[src/rtl/shreg256_serial_ctrl.sv]
// shreg256_serial_ctrl
// Sequencer in front of the wide right-shift register. It loads the register
// one word per handshake, then shifts it right one bit per accepted serial
// transfer. Each shift exposes the next operand bit on reg_lsb, LSB first.
module shreg256_serial_ctrl #(
    parameter int WORDS = 8,
    parameter int W     = 32,
    parameter int CNT_W = 9
) (
    input  logic             clk,
    input  logic             rst_n,
    input  logic             start,
    input  logic [CNT_W-1:0] n_shift,
    input  logic [W-1:0]     din,
    input  logic             din_valid,
    output logic             din_ready,
    input  logic             reg_lsb,
    output logic [W-1:0]     regin,
    output logic             we,
    output logic             sel_rs,
    output logic             bit_out,
    output logic             bit_valid,
    input  logic             bit_ready,
    output logic             busy,
    output logic             done
);

    localparam int               WC_W       = (WORDS > 1) ? $clog2(WORDS) : 1;
    localparam logic [CNT_W-1:0] TOTAL_BITS = CNT_W'(WORDS * W);
    localparam logic [WC_W-1:0]  LAST_WORD  = WC_W'(WORDS - 1);

    typedef enum logic [1:0] {
        IDLE  = 2'd0,
        LOAD  = 2'd1,
        SHIFT = 2'd2,
        DONE  = 2'd3
    } state_t;

    state_t           state_q, state_d;
    logic [WC_W-1:0]  word_cnt_q, word_cnt_d;
    logic [CNT_W-1:0] bit_cnt_q, bit_cnt_d;
    logic [CNT_W-1:0] n_cap_q, n_cap_d;

    logic word_acc;
    logic bit_acc;

    // Transfer qualifiers: a word or bit moves when the bus handshake completes
    always_comb begin
        word_acc = (state_q == LOAD)  && din_valid;
        bit_acc  = (state_q == SHIFT) && bit_ready;
    end

    // State, counters and captured shift count; reset abandons any operation
    always_ff @(posedge clk or negedge rst_n) begin
        if (!rst_n) begin
            state_q    <= IDLE;
            word_cnt_q <= '0;
            bit_cnt_q  <= '0;
            n_cap_q    <= '0;
        end else begin
            state_q    <= state_d;
            word_cnt_q <= word_cnt_d;
            bit_cnt_q  <= bit_cnt_d;
            n_cap_q    <= n_cap_d;
        end
    end

    // Next-state and counter updates
    always_comb begin
        state_d    = state_q;
        word_cnt_d = word_cnt_q;
        bit_cnt_d  = bit_cnt_q;
        n_cap_d    = n_cap_q;
        unique case (state_q)
            IDLE: begin
                if (start) begin
                    // Counts beyond the register width saturate; the register is empty by then
                    n_cap_d    = (n_shift > TOTAL_BITS) ? TOTAL_BITS : n_shift;
                    word_cnt_d = '0;
                    bit_cnt_d  = '0;
                    state_d    = LOAD;
                end
            end
            LOAD: begin
                if (word_acc) begin
                    word_cnt_d = word_cnt_q + WC_W'(1);
                    if (word_cnt_q == LAST_WORD) begin
                        state_d = (n_cap_q != '0) ? SHIFT : DONE;
                    end
                end
            end
            SHIFT: begin
                if (bit_acc) begin
                    bit_cnt_d = bit_cnt_q + CNT_W'(1);
                    if (bit_cnt_q == n_cap_q - CNT_W'(1)) begin
                        state_d = DONE;
                    end
                end
            end
            DONE: begin
                state_d = IDLE;
            end
            default: begin
                state_d = IDLE;
            end
        endcase
    end

    // Register controls and handshake outputs, decoded from state and inputs
    always_comb begin
        regin     = din;
        din_ready = (state_q == LOAD);
        bit_valid = (state_q == SHIFT);
        bit_out   = (state_q == SHIFT) && reg_lsb;
        sel_rs    = (state_q == SHIFT);
        we        = word_acc || bit_acc;
        busy      = (state_q == LOAD) || (state_q == SHIFT);
        done      = (state_q == DONE);
    end

endmodule

[config.mk]
export PLATFORM = sky130hd
export DESIGN_NAME = shreg256_serial_ctrl
export DESIGN_NICKNAME = d
export VERILOG_FILES = /design/src/rtl/shreg256_serial_ctrl.sv
export SDC_FILE = /design/constraint.sdc
export NUM_CORES = 1
export LEC_CHECK = 0
export ABC_AREA = 1
export ABC_CLOCK_PERIOD_IN_PS = 1990
export CAP_MARGIN = 10
export CELL_PAD_IN_SITES_DETAIL_PLACEMENT = 1
export CELL_PAD_IN_SITES_GLOBAL_PLACEMENT = 2
export CORE_AREA = 4 4 98 100
export DETAILED_ROUTE_END_ITERATION = 16
export DIE_AREA = 0 0 102 104
export GPL_TIMING_DRIVEN = 0
export PLACE_DENSITY_LB_ADDON = 0.05
export SETUP_SLACK_MARGIN = 0.4
export SLEW_MARGIN = 5
export SYNTH_ARGS = -nofsm -noshare
export SYNTH_HDL_FRONTEND = slang
export SYNTH_SLANG_ARGS = --single-unit
[constraint.sdc]
create_clock -name clk -period 1.99 [get_ports clk]
set_input_delay 0.398 -clock clk [delete_from_list [all_inputs] [get_ports clk]]
set_output_delay 0.398 -clock clk [all_outputs]
set_load 0.01 [all_outputs]
Yosys cells after proc, flatten, opt, wreduce, memory -nomap -nowiden:

Index checks and enable logic that the tools add are counted.

* register bits: 23
* bits in latches: 0
* bits in writable memories: 0
* memory bits (read-only): 0
* output and inout bits: 39
* word-level logic and storage cells: 45
* memories: 0

* add/sub/neg operators: 3
* $mul: 0
* divide/modulo/power cells: 0
* order comparisons: 1
* eq/ne operators: 10
* shifts and indexed selects: 0
* mux-type cells: 14
* bitwise operators: 0
* reduce and logical (&&, ||, !) cells: 13

Operators by type and width (count)
* 9-bit 2-to-1 mux: 3
* 9-bit case mux with 2 select lines: 1
* 2-bit 2-to-1 mux: 5
* 9-bit by 1-bit adder with 9-bit output, second input constant: 1
* 9-bit equality test: 1
* 9-bit greater-than comparator, second input constant: 1
* 9-bit nonzero test: 1
* 9-bit by 1-bit subtractor with 9-bit output, second input constant: 1
* 2-bit by 1-bit != test with 1-bit output, second input constant: 4
* 2-bit case mux with 4 select lines: 1
* 3-bit 2-to-1 mux: 2
* 3-bit case mux with 2 select lines: 1
* 3-bit AND reduction: 2
* 5-bit AND reduction: 1
* 2-bit equality test, second input constant: 2
* 2-bit nonzero test: 2
* 3-bit by 1-bit adder with 3-bit output, second input constant: 1
* 3-bit equality test, second input constant: 1
* 1-bit logical AND: 3
* 2-bit by 1-bit equality test with 1-bit output, second input constant: 1
* 2-bit logical NOT: 1
* 1-bit logical OR: 2
* 2-bit != test, second input constant: 1
* 2-bit AND reduction: 1
* 1-bit 2-to-1 mux: 1

Longest topological paths before layout:

Gate-level depths: netlist of the first run.

* depth after elaboration: 5
* gate-level depth with buffers: 15
* depth with buffers taken out: 15

Least setup slack after synthesis of the first run:

Ideal clock, no wire load.

* path kind: reg2reg
* start: register state_q[0]
* end: register bit_cnt_q[4]
* library setup time: 0.128 ns
* arrival: 1.657 ns
* required time: 1.862 ns
* setup slack: 0.205 ns
* stages on the path, launching flop included: 11
* cell sequence: dfrtp_1 inv_1 ha_1 buf_6 o211ai_4 inv_2 nand3_1 nor2_1 or2_2 nand2_1 nor2_1

* cells in the longest elaborated chain, start to end: 4

Ends and longest elaborated chain
* start: declaration: RTL line 39 `state_t state_q, state_d;`
* start signal: assignment: RTL line 61 `state_q <= state_d;`
* 2-bit equality test (*)
* net bit_valid: RTL line 22 `output logic bit_valid,`
* 1-bit logical AND: RTL line 50 `bit_acc = (state_q == SHIFT) && bit_ready;`
* 2-bit by 1-bit != test with 1-bit output (no source line)
* 3-bit AND reduction (no source line)
* end signal: assignment: RTL line 63 `bit_cnt_q <= bit_cnt_d;`
* end: declaration: RTL line 41 `logic [CNT_W-1:0] bit_cnt_q, bit_cnt_d;`

The timed path passes the listed nets; every way through them passes the cells marked *.
A chain may end at the register's enable or synchronous reset.

Final worst setup path of the first run:

* start: register state_q[1]
* end: register bit_cnt_q[4]

* cells in the longest elaborated chain, start to end: 4

Ends and longest elaborated chain (RTL line)
* 2-bit equality test: 50, 74
* 1-bit logical AND: 50
* 2-bit by 1-bit != test with 1-bit output (no source line)
* 3-bit AND reduction (no source line)

Several ways; a longest one is shown, not always the timed one.

==> impl_results.md, run 1 <==
* Initial DRC Count at 27
* Layout cells sized above 1 at 39.0%
* Clk_lat worst skew at 0.27 ns
* HPWL Detailed at 4510 µm
* Crit share post-route at 89.5%
* Total GRT Usage at 10.8%
* Worst Hold Class: in -> async
* Final estimated routing congestion in global placement at 0.731
* Final ANT Viol Nets at 0
* First-pass GRT wire length at 9260 µm
* Core area at 0.00868 mm²
* PwrDens at 1280 mW/mm²
* Placed cells at 407
* CP max stage delay at 0.47 ns
* Cell with the most instances after synthesis: nand2_1
* Main synth FF type: dfrtp_1
* Dominant cells by area after synthesis: dfrtp_1, buf_4, nand2_1, nand3_1, ha_1
* H-tree levels at 1
* Ports at 86
* Yosys top cell by area: dfrtp_1
* Status: finished, final reports clean
* Final non-filler cell total at 436
* CTS max path bufs at 2
* Crit path max fanout at 5
* Fin area at 0.00292 mm²
* Routed wire length at 5670 µm
* DRC viols at 0
* Starting Density at 20.9%
* Post-synth EDFFs at 0
* Post-Place Setup Slack at -0.151 ns
* Yosys top cell area share at 31.7%
* Area grow syn2layout at 61.3%
* WS Path Type: reg -> reg
* Peak Freq at 561 MHz
* Worst slew pin tran at 0.606 ns
* Ys async rst share at 100%
* Grt ovf at 0
* Die height at 104 µm
* Rows at 34
* Nets at 385
* Initial antenna violation count at 0
* Placed cell areas at 0.00252 mm²
* Max-cap viol count at 0
* Port Buffers at 53
* Max VDD drop at 0.546 mV
* CP required at 2.15 ns
* Mean Syn Cell Area at 7.37 µm²
* Via count at 1817
* Vias per Instance at 4.17
* Syn_nets at 302
* CTS buffer count at 3
* Crit. End Element: register
* Final Setup Violations at 0
* Clock Skew at 0.00703 ns
* Leading cell types by count after synthesis: nand2_1, buf_4, inv_1, nand3_1, dfrtp_1
* Post-synthesis sequential area ratio at 31.7%
* Die ar. at 0.0106 mm²
* Yosys warning count at 0
* Chip Width at 102 µm
* Critical path, cell by cell: ha_4, buf_8, buf_12, o211ai_4, inv_2, nand3_2, nor2_4, or2_4, nand2_1, nor2_1
* Fin. max-slew vios at 0
* CTS tree: built
* Antenna cell count at 0
* CP top delay family: flip-flops
* Final Critical Period at 1.78 ns
* CP max-delay cell: dfrtp_2
* Cell Area, Synth at 0.00181 mm²
* FF+latch count, synth at 23
* RSZ-0062 raised after global routing: yes
* Drt wl/cell at 13.0 µm
* Final WS setup at 0.209 ns
* Worst-path clk slew at 0.10 ns
* Pin count of the biggest net entering global routing at 24
* Vias in the first global route at 1899
* Worst Hold Slack at 0.118 ns
* Cts hold-fix bufs at 0
* Relative slew slack at 59.6%
* Num Clock Sinks at 23
* Leakage at 1.38 nW
* Synth unique cells at 32
* Worst Path Buf+Inv at 3
* Worst Setup Start Kind: register
* Worst EP arrival at 1.94 ns
* Initial DRT Pass Iterations at 4
* Synth Instances at 246
* Final Hold Viols at 0
* CTS root buf: clkbuf_8
-- through the flow --
step | power [mW] | utilization (%) | setup TNS [ns]
floorplan | 2.09 | - | 0
global placement | 2.70 | 29.0 | -0.176
global route | 4.16 | 33.7 | 0
CTS | 3.45 | 31.6 | 0
finish | 3.75 | 33.7 | 0
detailed placement | 2.72 | 29.0 | -0.182
-- final timing paths --
check	startpoint	to	slack [ns]	cells after the start
min in group clk	bit_cnt_q[7]	bit_cnt_q[7]	0.49	1
worst max register to register	state_q[1]	bit_cnt_q[4]	0.21	10
worst max-delay path	state_q[1]	bit_cnt_q[4]	0.21	10
worst min register to register	bit_cnt_q[7]	bit_cnt_q[7]	0.49	1
max in group asynchronous	rst_n	state_q[1]	1.43	1
worst min-delay path	rst_n	n_cap_q[4]	0.12	1
-- registers in the layout (all words and copies together), names as in the netlist --
name / flops
state_q: 2
n_cap_q: 9
word_cnt_q: 3
bit_cnt_q: 9
-- final cells by class --
| cell class | count | area, µm² |
|---|---|---|
| inverters | 28 | 110 |
| plain buffers | 36 | 279 |
| clock inverters | 1 | 5.00 |
| flip-flops and latches | 23 | 577 |
| clock buffers | 3 | 41.3 |
| multi-input cells | 159 | 1040 |
| fillers | 1065 | 5750 |
| well taps | 108 | 135 |
| repair buffers | 78 | 739 |
-- cells in the final DEF (no fill, tap or decap), types with 2 or more instances in the layout --
cell type and instances:
inv_2 7, nor4_1 2, nand2_1 46, nor2_1 10
clkbuf_8 3, ha_4 4, buf_2 5, buf_4 48
o31ai_1 2, clkdlybuf4s50_1 45, o21ai_2 3, a21oi_1 6
dfrtp_1 22, inv_1 19, nor2_4 4, ha_1 4
inv_4 2, nor2_2 6, o21ai_1 2, nor3_1 2
nand2_4 4, nand2_2 11, nand3_2 4, nand3_1 20
buf_6 12, xor2_1 4, a21oi_2 2, o21ai_0 10
-- logic make-up (layout without fill, tap and decap cells) --
kind of cell / Yosys count / count (layout) / share of synthesized area [%]
DFF: 23 / 23 / 31.7
buffers and inverters: 64 / 146 / 20.6
AOI/OAI and AO/OA: 29 / 29 / 9.66
xor gates and xnor gates: 5 / 5 / 2.42
and+or+nand+nor: 116 / 116 / 29.4
adders and majority gates: 9 / 9 / 6.21
-- worst reg2reg max path, stage by stage, from the launching register on --
cell and delay, ns:
dfrtp_2 0.47, ha_4 0.19, buf_8 0.13, buf_12 0.12, o211ai_4 0.23, inv_2 0.08, nand3_2 0.09, nor2_4 0.04
or2_4 0.22, nand2_1 0.05, nor2_1 0.04
-- where the power goes --
part / leakage (nW) / total (mW) / internal [mW] / switching (mW)
logic: 1.06 / 2.62 / 1.30 / 1.32
registers: 0.302 / 0.816 / 0.622 / 0.193
clock network: 0.0255 / 0.316 / 0.140 / 0.176
total: 1.38 / 3.75 / 2.06 / 1.69
-- layer usage --
layer / GRT usage [%] / routed length [µm] / vias up
met3: 2.82 / 304 / 2
li1: - / - / 918
met5: 0 / 0 / -
met4: 1.97 / 36 / 0
met1: 13.7 / 2460 / 855
met2: 18.4 / 2870 / 42
-- what timing repair did --
action,CTS,global route
buffers inserted,15,10
gates resized for setup,50,33
pin swaps,13,12
setup endpoints to repair,26,19
No activity file was read; power rests on OpenSTA's default activity.
==> run 2: changes to the inputs <==
- ABC_CLOCK_PERIOD_IN_PS: 1990 -> 2200
- CORE_AREA: 4 4 98 100 -> 4 4 92 94
- CTS_BUF_LIST: unset -> sky130_fd_sc_hd__clkbuf_8
- CTS_CLUSTER_SIZE: unset -> 12
- DIE_AREA: 0 0 102 104 -> 0 0 96 98
- clock period: 1.99 -> 2.2 ns (I/O delays scaled with it)
==> impl_results.md, run 2 (synthesis gave the netlist of run 1 again) <==
* Relative slew slack at 59.2% (-0.39 points)
* Crit path max fanout at 6 (+1)
* Peak Freq at 527 MHz (-6.1%)
* Pin count of the biggest net entering global routing at 24 (unchanged)
* CTS tree: built
* Critical path, cell by cell: buf_6, ha_4, buf_8, buf_6, o211ai_4, inv_2, buf_4, buf_4, a21oi_1, nor3b_1
* WS Path Type: reg -> reg
* DRC viols at 0 (unchanged)
* RSZ-0062 raised after global routing: yes
* Sum Neg Setup Slack at 0 ns (unchanged)
* Worst EP arrival at 2.04 ns (+0.10 ns)
* CTS max path bufs at 2 (unchanged)
* Drt wl/cell at 13.0 µm (+0.15%)
* Final Critical Period at 1.90 ns (+0.117 ns)
* Final WS setup at 0.302 ns (+0.0934 ns)
* CP max stage delay at 0.44 ns (-0.03 ns)
* HPWL Detailed at 4360 µm (-3.3%)
* Port Buffers at 53 (unchanged)
* Layout cells sized above 1 at 31.7% (-7.3 points)
* PwrDens at 1080 mW/mm² (-16%)
* Initial DRC Count at 14 (-48%)
* Worst Setup Start Kind: register
* CTS root buf: clkbuf_8
* H-tree levels at 1 (unchanged)
* Fin. max-slew vios at 0 (unchanged)
* Via count at 1777 (-2.2%)
* Routed wire length at 5520 µm (-2.6%)
* Area grow syn2layout at 53.1%
* Clock Skew at 0.00738 ns (+0.000350 ns)
* Final Setup Violations at 0 (unchanged)
* Die ar. at 0.00941 mm² (-11%)
* Core area at 0.00765 mm² (-12%)
* Die height at 98 µm (-5.8%)
* CP top delay family: buffers and inverters
* Vias in the first global route at 1897 (-0.11%)
* Final non-filler cell total at 424 (-2.8%)
* Post-Place Setup Slack at -0.00132 ns (+0.150 ns)
* Placed cells at 401 (-1.5%)
* Rows at 32 (-5.9%)
* Most frequent cells in the layout: nand2_1, buf_4, clkdlybuf4s50_1
* Finished Core Util at 36.3% (+2.6 points)
* Total GRT Usage at 11.7% (+0.88 points)
* Grt ovf at 0 (unchanged)
* Chip Width at 96 µm (-5.9%)
* Initial DRT Pass Iterations at 4 (unchanged)
* Antenna cell count at 0 (unchanged)
* Clk_lat worst skew at 0.27 ns (about the same)
* Max VDD drop at 0.503 mV (-7.9%)
* Status: finished, final reports clean
* Regs by FF count: bit_cnt_q (9), n_cap_q (9), word_cnt_q (3)
* Crit. End Element: register
* Total Power at 3.00 mW (-20%)
* CP required at 2.35 ns (+0.20 ns)
* Num Clock Sinks at 23 (unchanged)
* Ports at 86 (unchanged)
* First-pass GRT wire length at 8850 µm (-4.5%)
* Nets at 379 (-1.6%)
* Worst slew pin tran at 0.610 ns (+0.00400 ns)
* Starting Density at 23.7% (+2.8 points)
* Worst-path clk slew at 0.09 ns (about the same)
* Crit share post-route at 86.3% (-3.2 points)
* Initial antenna violation count at 0 (unchanged)
* Vias per Instance at 4.19 (+0.57%)
* Max-cap viol count at 0 (unchanged)
* CTS buffer count at 3 (unchanged)
* Final Hold Viols at 0 (unchanged)
* Most common cell after layout, fill and taps aside: nand2_1
* Final estimated routing congestion in global placement at 0.738 (+0.89%)
* CP max-delay cell: dfrtp_2
* Worst Path Buf+Inv at 6 (+3)
* Leakage at 1.33 nW (-3.8%)
* Final ANT Viol Nets at 0 (unchanged)
* Worst Hold Class: reg -> reg
==> run 2: per-stage QoR <==
step / cell area [µm²] / hold slack [ns]
after floorplan: 1810 / 0.144
after global placement: 2470 / 0.463
after detailed placement: 2470 / 0.477
after CTS: 2690 / 0.501
after global routing: 2780 / 0.525
final: 2780 / 0.497
==> run 2: timing repair <==
action,in CTS,in global routing
endpoints found under the setup margin,21,12
buffers inserted,12,6
pin swaps,6,10
hold buffers,0,0
resized for setup,42,13
==> run 2: path summary, 6_finish.rpt <==
check	slack (ns)	to	start	cells past startpoint
worst max-delay path	0.30	bit_cnt_q[2]	state_q[1]	10
worst min-delay path	0.50	word_cnt_q[2]	word_cnt_q[2]	2
worst min register to register	0.50	word_cnt_q[2]	word_cnt_q[2]	2
max in group asynchronous	1.13	state_q[1]	rst_n	2
min in group asynchronous	0.54	n_cap_q[4]	rst_n	1
worst max register to register	0.30	bit_cnt_q[2]	state_q[1]	10
==> run 2: report_power, final <==
part | total [mW] | switching (mW) | internal [mW] | leakage [nW]
Clock | 0.271 | 0.146 | 0.125 | 0.0269
Sequential | 0.728 | 0.164 | 0.563 | 0.302
Combinational | 2.00 | 1.10 | 0.900 | 1.00
Total | 3.00 | 1.41 | 1.59 | 1.33
==> run 2: area by class of cell <==
type	instances	area (µm²)
plain buffers	36	273
clock inverters	1	3.75
inverters	28	105
repair buffers	72	674
well taps	102	128
flip-flops and latches	23	577
fillers	931	4870
clock buffers	3	41.3
multi-input cells	159	973
==> run 2: tightest hold or removal path: cells and delay by family (launching register included) <==
family	cells	cell delay, ns
DFF	1	0.35
and+or+nand+nor	2	0.12
==> run 2: per-layer routing <==
metal / up-vias / GRT usage (%) / part of all wire (%)
met3: 0 / 2.54 / 3.9
met2: 37 / 20.8 / 52
met5: - / 0 / 0
met1: 836 / 14.7 / 44
met4: 0 / 1.31 / 0
li1: 904 / - / -
